File: src/rtl/muldiv_seq.sv
// rtl/muldiv_seq.sv - iterative shift-add multiply / restoring divide sequencer writing HI/LO.
// Signed MULT/DIV support is compiled in when MULDIV_SIGNED_EN is defined.
module muldiv_seq #(
    parameter int DATA_W = 32,
    parameter int CNT_W  = 6
) (
    input  logic              clk_i,
    input  logic              rst_i,
    input  logic              start_i,
    input  logic [1:0]        op_i,
    input  logic [DATA_W-1:0] src1_i,
    input  logic [DATA_W-1:0] src2_i,
    input  logic              flush_i,
    output logic              busy_o,
    output logic              done_o,
    output logic              div_zero_o,
    output logic [DATA_W-1:0] hi_o,
    output logic [DATA_W-1:0] lo_o
);
    localparam logic [1:0] S_IDLE = 2'd0;
    localparam logic [1:0] S_RUN  = 2'd1;
    localparam logic [1:0] S_DONE = 2'd2;
    localparam logic [CNT_W-1:0] LAST = CNT_W'(DATA_W - 1);

    logic [1:0]        state;
    logic [CNT_W-1:0]  cnt;
    logic              is_div;
    logic [DATA_W:0]   acc;
    logic [DATA_W-1:0] mq;
    logic [DATA_W-1:0] opnd;
    logic [DATA_W-1:0] hi_r, lo_r;
    logic              dz;
    logic              accept;
    logic [DATA_W-1:0] mag1, mag2;

    // acc/mq hold {acc,multiplier} for multiply and {remainder,quotient} for divide
    logic [DATA_W:0]   mul_add, mul_sum, step_acc, div_acc_n;
    logic [DATA_W-1:0] step_mq, div_mq_n;
    logic [DATA_W:0]   rem_sh;
    logic [DATA_W+1:0] trial;
    logic              borrow;
    logic [DATA_W-1:0] fin_hi, fin_lo;

    assign accept = start_i && !flush_i;

`ifdef MULDIV_SIGNED_EN
    logic s1, s2, neg_lo, neg_hi;
    logic [2*DATA_W-1:0] prod_neg;
    assign s1   = op_i[0] & src1_i[DATA_W-1];
    assign s2   = op_i[0] & src2_i[DATA_W-1];
    assign mag1 = s1 ? -src1_i : src1_i;
    assign mag2 = s2 ? -src2_i : src2_i;
`else
    logic unused_sign;
    assign unused_sign = op_i[0];
    assign mag1 = src1_i;
    assign mag2 = src2_i;
`endif

    always_comb begin
        mul_add   = mq[0] ? {1'b0, opnd} : '0;
        mul_sum   = acc + mul_add;
        rem_sh    = {acc[DATA_W-1:0], mq[DATA_W-1]};
        trial     = {1'b0, rem_sh} - {2'b00, opnd};
        borrow    = trial[DATA_W+1];
        div_acc_n = borrow ? {1'b0, rem_sh[DATA_W-1:0]} : trial[DATA_W:0];
        div_mq_n  = {mq[DATA_W-2:0], ~borrow};
        if (is_div) begin
            step_acc = div_acc_n;
            step_mq  = div_mq_n;
        end else begin
            step_acc = {1'b0, mul_sum[DATA_W:1]};
            step_mq  = {mul_sum[0], mq[DATA_W-1:1]};
        end
        fin_hi = step_acc[DATA_W-1:0];
        fin_lo = step_mq;
`ifdef MULDIV_SIGNED_EN
        // sign fix-up rides on the final step so latency matches the unsigned path
        prod_neg = -{step_acc[DATA_W-1:0], step_mq};
        if (is_div) begin
            if (neg_lo) fin_lo = -step_mq;
            if (neg_hi) fin_hi = -step_acc[DATA_W-1:0];
        end else if (neg_lo) begin
            {fin_hi, fin_lo} = prod_neg;
        end
`endif
    end

    always_ff @(posedge clk_i) begin
        if (rst_i) begin
            state  <= S_IDLE;
            cnt    <= '0;
            is_div <= 1'b0;
            acc    <= '0;
            mq     <= '0;
            opnd   <= '0;
            hi_r   <= '0;
            lo_r   <= '0;
            dz     <= 1'b0;
`ifdef MULDIV_SIGNED_EN
            neg_lo <= 1'b0;
            neg_hi <= 1'b0;
`endif
        end else begin
            case (state)
                S_RUN: begin
                    if (flush_i) begin
                        state <= S_IDLE;
                    end else begin
                        acc <= step_acc;
                        mq  <= step_mq;
                        cnt <= cnt + CNT_W'(1);
                        if (cnt == LAST) begin
                            state <= S_DONE;
                            hi_r  <= fin_hi;
                            lo_r  <= fin_lo;
                        end
                    end
                end
                default: begin
                    if (accept) begin
                        cnt    <= '0;
                        is_div <= op_i[1];
                        acc    <= '0;
                        mq     <= op_i[1] ? mag1 : mag2;
                        opnd   <= op_i[1] ? mag2 : mag1;
`ifdef MULDIV_SIGNED_EN
                        neg_lo <= s1 ^ s2;
                        neg_hi <= s1;
`endif
                        if (op_i[1] && src2_i == '0) begin
                            state <= S_DONE;
                            hi_r  <= src1_i;
                            lo_r  <= '1;
                            dz    <= 1'b1;
                        end else begin
                            state <= S_RUN;
                            dz    <= 1'b0;
                        end
                    end else begin
                        state <= S_IDLE;
                    end
                end
            endcase
        end
    end

    assign busy_o     = (state == S_RUN);
    assign done_o     = (state == S_DONE);
    assign div_zero_o = dz;
    assign hi_o       = hi_r;
    assign lo_o       = lo_r;
endmodule

File: config.mk
export PLATFORM = sky130hd
export DESIGN_NAME = muldiv_seq
export DESIGN_NICKNAME = d
export VERILOG_FILES = /design/src/rtl/muldiv_seq.sv
export SDC_FILE = /design/constraint.sdc
export NUM_CORES = 1
export LEC_CHECK = 0
export ABC_AREA = 1
export BUFFER_PORTS_ARGS = -buffer_cell sky130_fd_sc_hd__buf_4
export CORE_MARGIN = 2
export CORE_UTILIZATION = 60
export CTS_BUF_LIST = sky130_fd_sc_hd__clkbuf_8
export CTS_CLUSTER_DIAMETER = 30
export DETAILED_ROUTE_END_ITERATION = 7
export HOLD_SLACK_MARGIN = 0.03
export PLACE_DENSITY = 0.81
export SYNTH_ARGS = -nofsm -noshare
export SYNTH_HDL_FRONTEND = slang
export SYNTH_SLANG_ARGS = --single-unit
File: constraint.sdc
create_clock -name clk_i -period 4.5 [get_ports clk_i]
set_input_delay 0.225 -clock clk_i [delete_from_list [all_inputs] [get_ports clk_i]]
set_output_delay 0.225 -clock clk_i [all_outputs]
set_load 0.05 [all_outputs]
==> Word level (Yosys, flattened, before mapping) <==
Cells that the tools add are included.
{ "classes": {"n_addsub": 3, "eq_ne": 6, "muxes": 31, "bitwise": 2, "n_reduce_logical": 9} }
{ "ops": {"columns": ["operator", "n"], "rows": [
  ["2-to-1 mux 32 bit", 17],
  ["2-to-1 mux 33 bit", 5],
  ["subtractor 33 x 32 -> 34 bit", 1],
  ["adder 33 x 32 -> 33 bit", 1],
  ["zero test 32 bit", 1],
  ["2-to-1 mux 6 bit", 3],
  ["2-to-1 mux 2 bit", 5],
  ["adder 6 x 1 -> 6 bit (second input constant)", 1],
  ["equality test 6 x 5 -> 1 bit (second input constant)", 1],
  ["AND reduction 2 bit", 2],
  ["AND reduction 4 bit", 1],
  ["nonzero test 2 bit", 2],
  ["inequality test 3 x 2 -> 1 bit (second input constant)", 1],
  ["equality test 2 x 1 -> 1 bit (second input constant)", 1],
  ["equality test 2 bit (second input constant)", 1],
  ["logical AND 1 bit", 2],
  ["inequality test 2 x 1 -> 1 bit (second input constant)", 1],
  ["inequality test 2 bit (second input constant)", 1],
  ["NOT 1 bit", 2],
  ["zero test 1 bit", 1],
  ["2-to-1 mux 1 bit", 1]
]} }
{ "totals": {"ff_bits": 171, "inputBits": 70, "out_inout_bits": 67, "wordCells": 60} }

==> Depth between registers and ports, before layout <==
{ "logic_depth": {"depth_word": 6, "depth_mapped": 21, "mapped_depth_nobuf": 20} }

==> Least setup slack after synthesis <==
Ideal clock, no wire load.
{ "synth_timing": {"path_kind": "reg2reg", "start": "register mq[0]", "end": "register acc[23]", "setup_time_ns": 0.128, "t_arrival_ns": 2.294, "t_required_ns": 4.372, "setup_slack_ns": 2.077, "stages_incl_launch_ff": 17, "n_path_buf": 2, "period_less_slack_ns": 2.423, "cell_sequence": "dfxtp_1 -> clkbuf_1 -> clkbuf_1 -> nand2_1 -> inv_1 -> ha_1 -> nand2_1 -> inv_1 -> a21oi_1 -> nor2_1 -> o21ai_0 -> nand3_1 -> nand2_1 -> nand2_1 -> or2_2 -> nand3_1 -> a21oi_1"} }
{ "synth_between": {"elab_chain_cells": 5} }
{ "synth_rtl": {"columns": ["item", "line_no", "rtl"], "rows": [
  ["start: declaration", "29", "logic [DATA_W-1:0] mq;"],
  ["start signal: assignment", "111", "mq <= step_mq;"],
  ["start signal: assignment", "125", "mq <= op_i[1] ? mag1 : mag2;"],
  ["2-to-1 mux 32 bit", "61", "mul_add = mq[0] ? {1'b0, opnd} : '0;"],
  ["adder 33 x 32 -> 33 bit", "62", "mul_sum = acc + mul_add;"],
  ["2-to-1 mux 33 bit", "68", "if (is_div) begin"],
  ["2-to-1 mux 33 bit", "107", "if (flush_i) begin"],
  ["2-to-1 mux 33 bit", "105", "case (state)"],
  ["end signal: assignment", "110", "acc <= step_acc;"],
  ["end: declaration", "28", "logic [DATA_W:0] acc;"]
]} }
No other way between the ends. The select of a mux whose other input is x is not followed.
A chain may end at the register's enable or synchronous reset.

==> Worst setup path in the final report <==
{ "layout_timing": {"start": "register state[1]", "end": "register hi_r[30], in the netlist hi_o[30]"} }
{ "layout_between": {"elab_chain_cells": 3, "word_cells_on_any_way": 7, "cone_classes": "eq/ne: 3; mux: 1; reduce/logical: 3"} }
{ "layout_rtl": {"columns": ["item", "line_no", "rtl"], "rows": [
  ["start: declaration", "25", "logic [1:0] state;"],
  ["start signal: assignment", "91", "state <= S_IDLE;"],
  ["start signal: assignment", "108", "state <= S_IDLE;"],
  ["start signal: assignment", "114", "state <= S_DONE;"],
  ["equality test 2 x 1 -> 1 bit (*)", "105", null],
  ["inequality test 2 x 1 -> 1 bit (no line) (tied with other cells)", null, null],
  ["AND reduction 4 bit (no line)", null, null],
  ["end signal: assignment", "115", "hi_r <= fin_hi;"],
  ["end signal: assignment", "133", "hi_r <= src1_i;"],
  ["end: declaration", "31", "logic [DATA_W-1:0] hi_r, lo_r;"]
]} }
Every way passes the cells marked *; elsewhere a longest branch is shown, timed or not.

==> impl_metrics.yaml <==
outcome:
  status: "finished, final reports clean"
timing:
  slew_viol_final: 0
  timing.final.crit_share: 0.750
  period_needed_ps: 3370
  setup_viol: 0
  slew_headroom: 0.250
  rsz0062_at_grt: "false"
  tightest_slew_ps: 1120
  postLayoutSetupSlackWorst_ps: 1130
  fmax_ghz: 0.296
  hold_violations: 0
  setup-tns-final_ps: 0
  finClkSkew_ps: 15.4
logic_synthesis:
  ys_ff_latch: 171
  synth_area_leader_cell: "dfxtp_1"
  synth.top_cell.area_share: 0.264
  synthFlopType: "dfxtp_1"
  yosys_warnings: 0
  synth_cell_type_count: 38
  synth_common_cells: "nand2_1, inv_1, a21oi_1"
  netlist_instances: 2198
  synthTopCellsByArea: "dfxtp_1, nand2_1, a21oi_1"
  synth.most_common_cell: "nand2_1"
  synthArstFlopShare: 0
  synth_nets: 2335
  synth-edff-count: 0
  yosysSeqAreaShare: 0.264
  netlist_area_um2: 13000
  syn_avg_cell_area_um2: 5.90
routing:
  ant_nets: 0
  wl_met2_um: 19500
  drtIter0Drc: 1444
  vias: 14993
  met3_length_um: 4200
  wl_per_cell_um: 17.6
  first_pass_iters: 6
  top_layer_used: "met4"
  drc_errors: 0
  finalWirelength_um: 45000
  viasPerCell: 5.88
  wl_met1_um: 19100
worst_setup_path:
  cp.arrival_ps: 3730
  worst_setup_path_start_kind: "register"
  end_kind: "register"
  critical_path_required_ps: 4860
  critPathKind: "register to register"
  cp_max_fo: 67
clock_network:
  post_cts_resized: 0
  cts_setup_buffers: 0
  htreeDepth: 4
  cts_made_buffers: 17
  clock_path_buffers: 2
  clock_latency_ps: 490
  tritoncts: "done"
  ctsHoldBuffers: 1
  root_buffer: "clkbuf_8"
  clkSinkCount: 171
  clk_pin_slew_ps: 100
pwr:
  p_comb_frac: 0.335
  p_leak_nw: 7.24
  swShare: 0.413
  netSwitchingPower_mw: 1.74
  p_int_mw: 2.47
  power_frac_clock: 0.265
  peakVddDrop_v: 0.000192
  p_seq_frac: 0.400
  power.density_nw_per_um2: 293
place:
  dp_hpwl_um: 33300
  post-place-ws_ps: 1310
  routabilityCongestion: 0.994
  numPortBuffers: 135
final_layout:
  nets: 2398
  syn2layout_area_growth_pct: 10.9
  layout-drive-gt1-share: 0.0880
  antenna_cells: 0
floorplan:
  core-area_um2: 21100
  fp.dieW_um: 151
  start_util: 0.615
  fp.dieH_um: 151
  rows: 53
  dieArea_um2: 22800
  pin_count: 137
worst_hold_path:
  min_path_type: "input port to register"
global_routing:
  antenna_found_initial: 0
  grt_start_max_net_pins: 115
  grt-ovfl-total: 0
  first_global_vias: 13090
  grtUsageTotal: 0.388
  grt_pass1_wl_um: 69100
flow_run:
  cap_violations: 0
-- cells in the final DEF (no fill, tap or decap), types with 16 or more instances in the layout --
| cell type | n |
|---|---|
| clkbuf_8 | 18 |
| nor3_1 | 16 |
| dfxtp_1 | 170 |
| ha_1 | 65 |
| nand3_1 | 142 |
| a21oi_1 | 312 |
| o21ai_0 | 254 |
| buf_4 | 146 |
| nor2_1 | 186 |
| inv_1 | 321 |
| nand2_1 | 517 |
-- power groups by stage --
stage / logic (mW) / registers (mW) / clock network (mW)
floorplan: 0.945 / 1.74 / 0
global placement: 1.34 / 1.71 / 0
detailed placement: 1.36 / 1.71 / 0
CTS: 1.37 / 1.68 / 1.12
global route: 1.55 / 1.69 / 1.18
finish: 1.41 / 1.68 / 1.11
-- critical path, stage by stage (launching register included) --
cell      delay [ps]
dfxtp_1          330
inv_1             50
nand2_1           90
buf_4            490
nor2_2           150
inv_1            200
nand2_4           60
inv_2            320
a21oi_2           70
nand2_2          130
clkinv_2         700
o21ai_0          540
a21oi_1          110
-- sequential cells by signal, indices dropped and copies added (netlist names) --
name and count:
is_div 1, lo_o 32, acc 33, hi_o 32
state 2, mq 32, opnd 32, div_zero_o 1
cnt 6
-- per-stage QoR --
stage	hold WS, ps	total power, mW	util	area [um2]	instances
after floorplan	401	2.69	-	13000	2198
final	53.5	4.21	0.682	14400	2549
after global placement	443	3.06	0.662	14000	2516
after global routing	52.8	4.42	0.682	14400	2549
after CTS	32.4	4.17	0.682	14400	2549
after detailed placement	451	3.08	0.662	14000	2516
-- logic make-up (layout without fill, tap and decap cells) --
logic type	after synthesis	count (layout)	share of synthesized area
and+or+nand+nor	906	906	0.287
AOI/OAI and AO/OA	597	597	0.236
buffers and inverters	432	508	0.130
DFF	171	171	0.264
adders and majority gates	67	67	0.0658
xor gates and xnor gates	25	25	0.0169
-- cell type report --
cell class / instances / area, um2
Multi-Input combinational cell: 1595 / 7870
Tap cell: 275 / 344
Timing Repair Buffer: 147 / 1110
Fill cell: 1978 / 6710
Clock buffer: 18 / 248
Sequential cell: 171 / 3420
Inverter: 329 / 1240
Clock inverter: 14 / 151
-- layer usage --
| layer | global-route usage | up-vias |
|---|---|---|
| met5 | 0 | - |
| met4 | 0.176 | 0 |
| met3 | 0.0627 | 135 |
| met2 | 0.600 | 864 |
| met1 | 0.531 | 6726 |
| li1 | - | 7268 |
-- path summary, 6_finish.rpt --
path         cells past startpoint      start       end  slack [ps]
max                             12   state[1]  hi_o[30]        1130
min                              3  src1_i[4]   hi_o[4]          50
max reg2reg                     12   state[1]  hi_o[30]        1130
min reg2reg                      1     cnt[5]    cnt[5]         470
(Power assumes the default switching activity.)
